$ cat src/rtl/sram_req_arbiter.sv
// sram_req_arbiter
// Merges the CPU core's instruction-fetch and data-access request streams
// onto one single-port synchronous memory. Both CPU ports use a split
// req/addr_ok/data_ok handshake. A fixed-latency tag pipeline remembers who
// issued each access, and each response is returned to that owner in
// acceptance order.
//
// Arbitration: the data port has priority. If inst has been denied in favour
// of data ARB_STARVE times in a row, inst is force-granted once.
//
// Optional build macro: SRAM_ARB_KSEG_MAP_EN
//   When defined, mem_addr = {3'b000, winner_addr[28:0]}, so kseg0/kseg1
//   addresses fold onto physical addresses.
//   When undefined, mem_addr is the winner's address unmodified.
//
// Parameters:
//   RD_LAT     - memory read latency in cycles; stores are acknowledged after
//                the same latency (>=1)
//   MAX_OUT    - maximum outstanding accesses per requester (>=1)
//   ARB_STARVE - consecutive inst losses before inst is forced through (>=1)
//
// Ports:
//   clk, rst            - clock; synchronous active-high reset
//   inst_req/addr       - fetch request (read only)
//   inst_addr_ok        - fetch request accepted this cycle
//   inst_data_ok/rdata  - fetch response
//   data_req/wen/addr/wdata - load/store request (wen == 0 means load)
//   data_addr_ok        - data request accepted this cycle
//   data_data_ok/rdata  - load data, or store completion with rdata = 0
//   mem_en/wen/addr/wdata - memory command, one per accepted request
//   mem_rdata           - memory read data, valid RD_LAT cycles after mem_en
module sram_req_arbiter #(
  parameter int RD_LAT     = 1,
  parameter int MAX_OUT    = 2,
  parameter int ARB_STARVE = 4
) (
  input  logic        clk,
  input  logic        rst,
  input  logic        inst_req,
  input  logic [31:0] inst_addr,
  output logic        inst_addr_ok,
  output logic        inst_data_ok,
  output logic [31:0] inst_rdata,
  input  logic        data_req,
  input  logic [3:0]  data_wen,
  input  logic [31:0] data_addr,
  input  logic [31:0] data_wdata,
  output logic        data_addr_ok,
  output logic        data_data_ok,
  output logic [31:0] data_rdata,
  output logic        mem_en,
  output logic [3:0]  mem_wen,
  output logic [31:0] mem_addr,
  output logic [31:0] mem_wdata,
  input  logic [31:0] mem_rdata
);

  localparam int CW = $clog2(MAX_OUT + 1);
  localparam int SW = $clog2(ARB_STARVE + 1);

  // Tag pipeline, one bit-vector per field. Index 0 is the newest access;
  // index RD_LAT-1 is the access whose memory data is on mem_rdata now.
  // owner: 1 = data port, 0 = inst port. wr: access was a store.
  logic [RD_LAT-1:0] tag_valid_reg, tag_valid_next;
  logic [RD_LAT-1:0] tag_owner_reg, tag_owner_next;
  logic [RD_LAT-1:0] tag_wr_reg,    tag_wr_next;

  logic [CW-1:0] inst_cnt_reg, inst_cnt_next;
  logic [CW-1:0] data_cnt_reg, data_cnt_next;
  logic [SW-1:0] starve_reg,   starve_next;

  logic inst_retire, data_retire, tail_wr;
  logic inst_room, data_room;
  logic inst_elig, data_elig;
  logic inst_grant, data_grant, accept, force_inst;
  logic [31:0] win_addr;

  // Retirement comes from the tail of the tag pipeline. Gating it with rst
  // keeps every response output at zero while reset is held.
  assign tail_wr     = tag_wr_reg[RD_LAT-1];
  assign inst_retire = !rst && tag_valid_reg[RD_LAT-1] && !tag_owner_reg[RD_LAT-1];
  assign data_retire = !rst && tag_valid_reg[RD_LAT-1] &&  tag_owner_reg[RD_LAT-1];

  // A requester that is full may still be accepted if it retires a response
  // in the same cycle, because its count then stays at MAX_OUT.
  assign inst_room = (inst_cnt_reg < CW'(MAX_OUT)) ||
                     ((inst_cnt_reg == CW'(MAX_OUT)) && inst_retire);
  assign data_room = (data_cnt_reg < CW'(MAX_OUT)) ||
                     ((data_cnt_reg == CW'(MAX_OUT)) && data_retire);

  assign inst_elig  = !rst && inst_req && inst_room;
  assign data_elig  = !rst && data_req && data_room;
  assign force_inst = (starve_reg == SW'(ARB_STARVE));
  assign inst_grant = inst_elig && (!data_elig || force_inst);
  assign data_grant = data_elig && !inst_grant;
  assign accept     = inst_grant || data_grant;

  assign inst_addr_ok = inst_grant;
  assign data_addr_ok = data_grant;

  // Memory command. Every field is zero when no request is accepted.
  assign win_addr  = data_grant ? data_addr : (inst_grant ? inst_addr : 32'h0);
  assign mem_en    = accept;
  assign mem_wen   = data_grant ? data_wen : 4'b0000;
  assign mem_wdata = data_grant ? data_wdata : 32'h0;
`ifdef SRAM_ARB_KSEG_MAP_EN
  assign mem_addr  = {3'b000, win_addr[28:0]};
`else
  assign mem_addr  = win_addr;
`endif

  // Responses go only to the owner. A store acknowledges with zero data.
  assign inst_data_ok = inst_retire;
  assign data_data_ok = data_retire;
  assign inst_rdata   = (inst_retire && !tail_wr) ? mem_rdata : 32'h0;
  assign data_rdata   = (data_retire && !tail_wr) ? mem_rdata : 32'h0;

  // Shift network: stage 0 loads the access accepted this cycle, and every
  // later stage takes the value of the stage before it.
  genvar gi;
  generate
    for (gi = 0; gi < RD_LAT; gi++) begin : g_tag
      if (gi == 0) begin : g_head
        assign tag_valid_next[gi] = accept;
        assign tag_owner_next[gi] = data_grant;
        assign tag_wr_next[gi]    = data_grant && (data_wen != 4'b0000);
      end else begin : g_shift
        assign tag_valid_next[gi] = tag_valid_reg[gi-1];
        assign tag_owner_next[gi] = tag_owner_reg[gi-1];
        assign tag_wr_next[gi]    = tag_wr_reg[gi-1];
      end
    end
  endgenerate

  always_comb begin
    inst_cnt_next = inst_cnt_reg;
    data_cnt_next = data_cnt_reg;
    starve_next   = starve_reg;
    // An accept and a retire in the same cycle cancel out.
    if (inst_grant && !inst_retire)      inst_cnt_next = inst_cnt_reg + CW'(1);
    else if (!inst_grant && inst_retire) inst_cnt_next = inst_cnt_reg - CW'(1);
    if (data_grant && !data_retire)      data_cnt_next = data_cnt_reg + CW'(1);
    else if (!data_grant && data_retire) data_cnt_next = data_cnt_reg - CW'(1);
    // Count only cycles where a waiting fetch actually loses to data.
    // The count saturates at ARB_STARVE.
    if (!inst_req || inst_grant)
      starve_next = '0;
    else if (data_grant && !force_inst)
      starve_next = starve_reg + SW'(1);
  end

  always_ff @(posedge clk) begin
    if (rst) begin
      tag_valid_reg <= '0;
      tag_owner_reg <= '0;
      tag_wr_reg    <= '0;
      inst_cnt_reg  <= '0;
      data_cnt_reg  <= '0;
      starve_reg    <= '0;
    end else begin
      tag_valid_reg <= tag_valid_next;
      tag_owner_reg <= tag_owner_next;
      tag_wr_reg    <= tag_wr_next;
      inst_cnt_reg  <= inst_cnt_next;
      data_cnt_reg  <= data_cnt_next;
      starve_reg    <= starve_next;
    end
  end

endmodule
$ cat config.mk
export PLATFORM = sky130hd
export DESIGN_NAME = sram_req_arbiter
export DESIGN_NICKNAME = d
export VERILOG_FILES = /design/src/rtl/sram_req_arbiter.sv
export SDC_FILE = /design/constraint.sdc
export NUM_CORES = 1
export LEC_CHECK = 0
export CELL_PAD_IN_SITES_DETAIL_PLACEMENT = 2
export CELL_PAD_IN_SITES_GLOBAL_PLACEMENT = 2
export CORE_MARGIN = 2
export CORE_UTILIZATION = 10
export DETAILED_ROUTE_END_ITERATION = 10
export GPL_ROUTABILITY_DRIVEN = 0
export PLACE_DENSITY = 0.82
export SKIP_LAST_GASP = 1
export SLEW_MARGIN = 20
export SYNTH_ARGS = -nofsm -noshare
export SYNTH_HDL_FRONTEND = slang
export SYNTH_SLANG_ARGS = --single-unit
$ cat constraint.sdc
create_clock -name clk -period 2.3 [get_ports clk]
set_clock_uncertainty 0.15 [all_clocks]
set_input_delay 0.345 -clock clk [delete_from_list [all_inputs] [get_ports clk]]
set_output_delay 0.345 -clock clk [all_outputs]
set_load 0.05 [all_outputs]
==> summary.txt <==
Global route
  – Vias in the first global route: 4,255
  – First-pass GRT wire length: 25,500 µm
  – Largest net degree at the start of global routing: 33
  – Tot GR Track Use: 0.146
  – Overflow after GRT: 0
  – Initial antenna violation count: 0

Floorplanning
  – Die footprint: 22,900 µm²
  – Die Span Y: 151 µm
  – # IOs: 273
  – Die X: 151 µm
  – # rows: 53
  – Core Box Area: 21,200 µm²
  – Starting density of the core: 0.102

Yosys
  – Most used DFF post-synth: dfxtp_1
  – EDFF count, synth: 0
  – Share of synthesized registers carrying an async set or reset: 0
  – Number of synthesized register bits: 10
  – Ranking of synthesized cells by area: and2_1 18%, nor3b_1 13%, o32ai_1 12%, o211ai_1 11%, dfxtp_1 9.2%
  – Cells after synthesis: 300
  – Synthesis Warnings: 0
  – Synth top area share: 0.185
  – Mapped Area: 2170 µm²
  – Synth area leader: and2_1
  – Yosys cell types: 38
  – Syn avg cell area: 7.22 µm²
  – Mapped Nets: 440
  – Sequential area share after synthesis: 0.0924

Drt
  – DR iter-0 viols: 62
  – Final wirelength: 17,000 µm
  – Vias: 3,638
  – Antenna Nets Post-Route: 0
  – Via/cell ratio: 4.14
  – Routed len/inst: 19.3 µm
  – Remaining DRCs: 0
  – First-pass detailed-route iteration total: 4

Power and ir drop
  – Leak: 3.09 nW
  – Power Density: 301 nW/µm²
  – VDD IR-drop max: 0.193 mV
  – PnR Total Power: 2.45 mW

Job
  – Max-capacitance violation count: 0

Timing
  – Tmin final: 2.46 ns
  – Worst Hold Slack: 0.363 ns
  – Final period util: 1.07
  – Slew headroom: 0.652
  – Fmax: 407 MHz
  – Setup violators final: 70
  – Worst-margin pin slew: 0.517 ns
  – Pins Over Slew Limit: 0
  – Final hold violation count: 0
  – Setup TNS: -9.24 ns
  – RSZ-0062 raised after global routing: true
  – Worst Slack Setup Final: -0.156 ns

Finish
  – Final #Nets: 746
  – Most frequent cells in the layout: 136 x buf_12, 132 x clkdlybuf4s50_1, 35 x inv_1, 34 x nor3b_2
  – Multi-input logic area: 2550 µm²
  – Share of cells above drive strength 1: 0.546
  – Non-Filler Instances: 879
  – Layout area overhead: 276%
  – Filler Cells Inserted: 2,130
  – Max FFs per register: 3
  – Commonest non-fill, non-tap cell in the layout: buf_12
  – Antenna Diode Count: 0
  – Register area: 208 µm²

Worst setup path
  – Worst R2R Setup Slack: -0.11 ns
  – Startpoint Class: register
  – WS Path Type: register to output port
  – Worst setup EP type: output port
  – Worst R2R Path Depth: 9
  – Worst Path Arrival: 1.96 ns
  – CP required: 1.80 ns
  – R2R Path End: data_cnt_reg[1]$_SDFFE_PP0P_
  – Critical Path Fanout Max: 22
  – R2R Path Start: inst_cnt_reg[0]$_SDFFE_PP0P_

Clock network
  – CTS Sinks: 10
  – H-tree Lvls: 1
  – CTS tree: done
  – Clk_lat worst skew: 0.23 ns
  – CTS Buf Count: 3
  – Longest Clk Path Bufs: 2
  – Clk pin slew, worst setup/hold paths: 0.04 ns
  – Root Buffer: clkbuf_16

Hold path
  – Min-Delay Startpoint: starve_reg[1]$_SDFFE_PP0P_
  – Hold WC Path Type: register to register
  – Hold worst-path end: starve_reg[1]$_SDFFE_PP0P_
  – Worst Hold Depth: 2

Placement
  – Placed Cells incl. Taps: 856
  – Buffers added on ports: 272
  – Post-DP HPWL: 13,400 µm

Run status
  – Failing checks: setup timing
  – Run status: finished with violations
## worst max-delay path by stage
stage	slack, ns	start	endpoint	depth (start not counted)
final	-0.16	inst_cnt_reg[0]$_SDFFE_PP0P_	mem_wdata[0]	6
after global routing	-0.21	inst_cnt_reg[0]$_SDFFE_PP0P_	data_cnt_reg[1]$_SDFFE_PP0P_	9
after CTS	-0.17	inst_cnt_reg[0]$_SDFFE_PP0P_	mem_wen[0]	6
after detailed placement	-0.41	inst_req	mem_addr[0]	6
after global placement	-0.36	inst_req	mem_addr[1]	6
after floorplan	-0.19	rst	mem_wdata[0]	6
## synthesized netlist by cell type, types with 2 or more instances
cell / instances
clkbuf_1: 24
o31ai_1: 2
o21ai_0: 2
o2111ai_1: 2
o32ai_1: 29
and2_1: 64
nor2_1: 7
o211ai_1: 32
ha_1: 4
o32ai_2: 4
a21oi_1: 3
nand3b_1: 2
nor3b_1: 37
nor2b_1: 2
buf_6: 11
or3_1: 2
dfxtp_1: 10
xor2_1: 4
inv_1: 36
nand2_1: 5
## through the flow
stage | util | area, µm² | setup slack [ns]
finish | 0.385 | 8140 | -0.156
global route | 0.385 | 8140 | -0.208
CTS | 0.384 | 8120 | -0.171
detailed placement | 0.351 | 7430 | -0.412
global placement | 0.351 | 7430 | -0.358
floorplan | - | 2890 | -0.185
## cell families (layout without fill, tap and decap cells)
group                    count (synthesis)  after routing  synth area share
AND/OR/NAND/NOR                        129            129             0.388
AO/OA/AOI/OAI                           79             79             0.310
buffers and inverters                   73            377             0.165
flip-flops                              10             10            0.0924
adder cells (fa/ha/maj)                  4              4            0.0231
XOR/XNOR                                 4              4            0.0162
multiplexers                             1              1           0.00462
## report_power, final
| group | leakage, nW | switching (mW) | total [mW] | internal [mW] |
|---|---|---|---|---|
| sequential | 0.0838 | 0.0218 | 0.215 | 0.194 |
| clock | 0.0370 | 0.0794 | 0.305 | 0.225 |
| combinational | 2.97 | 0.950 | 1.93 | 0.979 |
## final cells by class
cell class / count / area share
well taps: 275 / 0.0423
inverters: 37 / 0.0171
clock buffers: 3 / 0.00922
repair buffers: 337 / 0.593
multi-input cells: 217 / 0.313
flip-flops and latches: 10 / 0.0255
## worst max-delay path, cell delays in order, from the launching register on
cell,delay [ns]
dfxtp_4,0.34
or3b_4,0.40
a211oi_4,0.34
buf_12,0.19
buf_16,0.19
nor3b_2,0.09
buf_12,0.15
## layer usage
layer  share of wire  global-route usage
met1            0.35               0.155
met2            0.57               0.294
met3           0.069              0.0307
met4           0.011              0.0238
met5               0                   0
## what timing repair did
item,4_1_cts,5_1_grt
hold buffers,0,0
gates resized for setup,87,18
endpoints found under the setup margin,139,106
setup buffers,15,2
pin swaps,10,25
gates cloned,6,0
No activity file was read; power rests on OpenSTA's default activity.
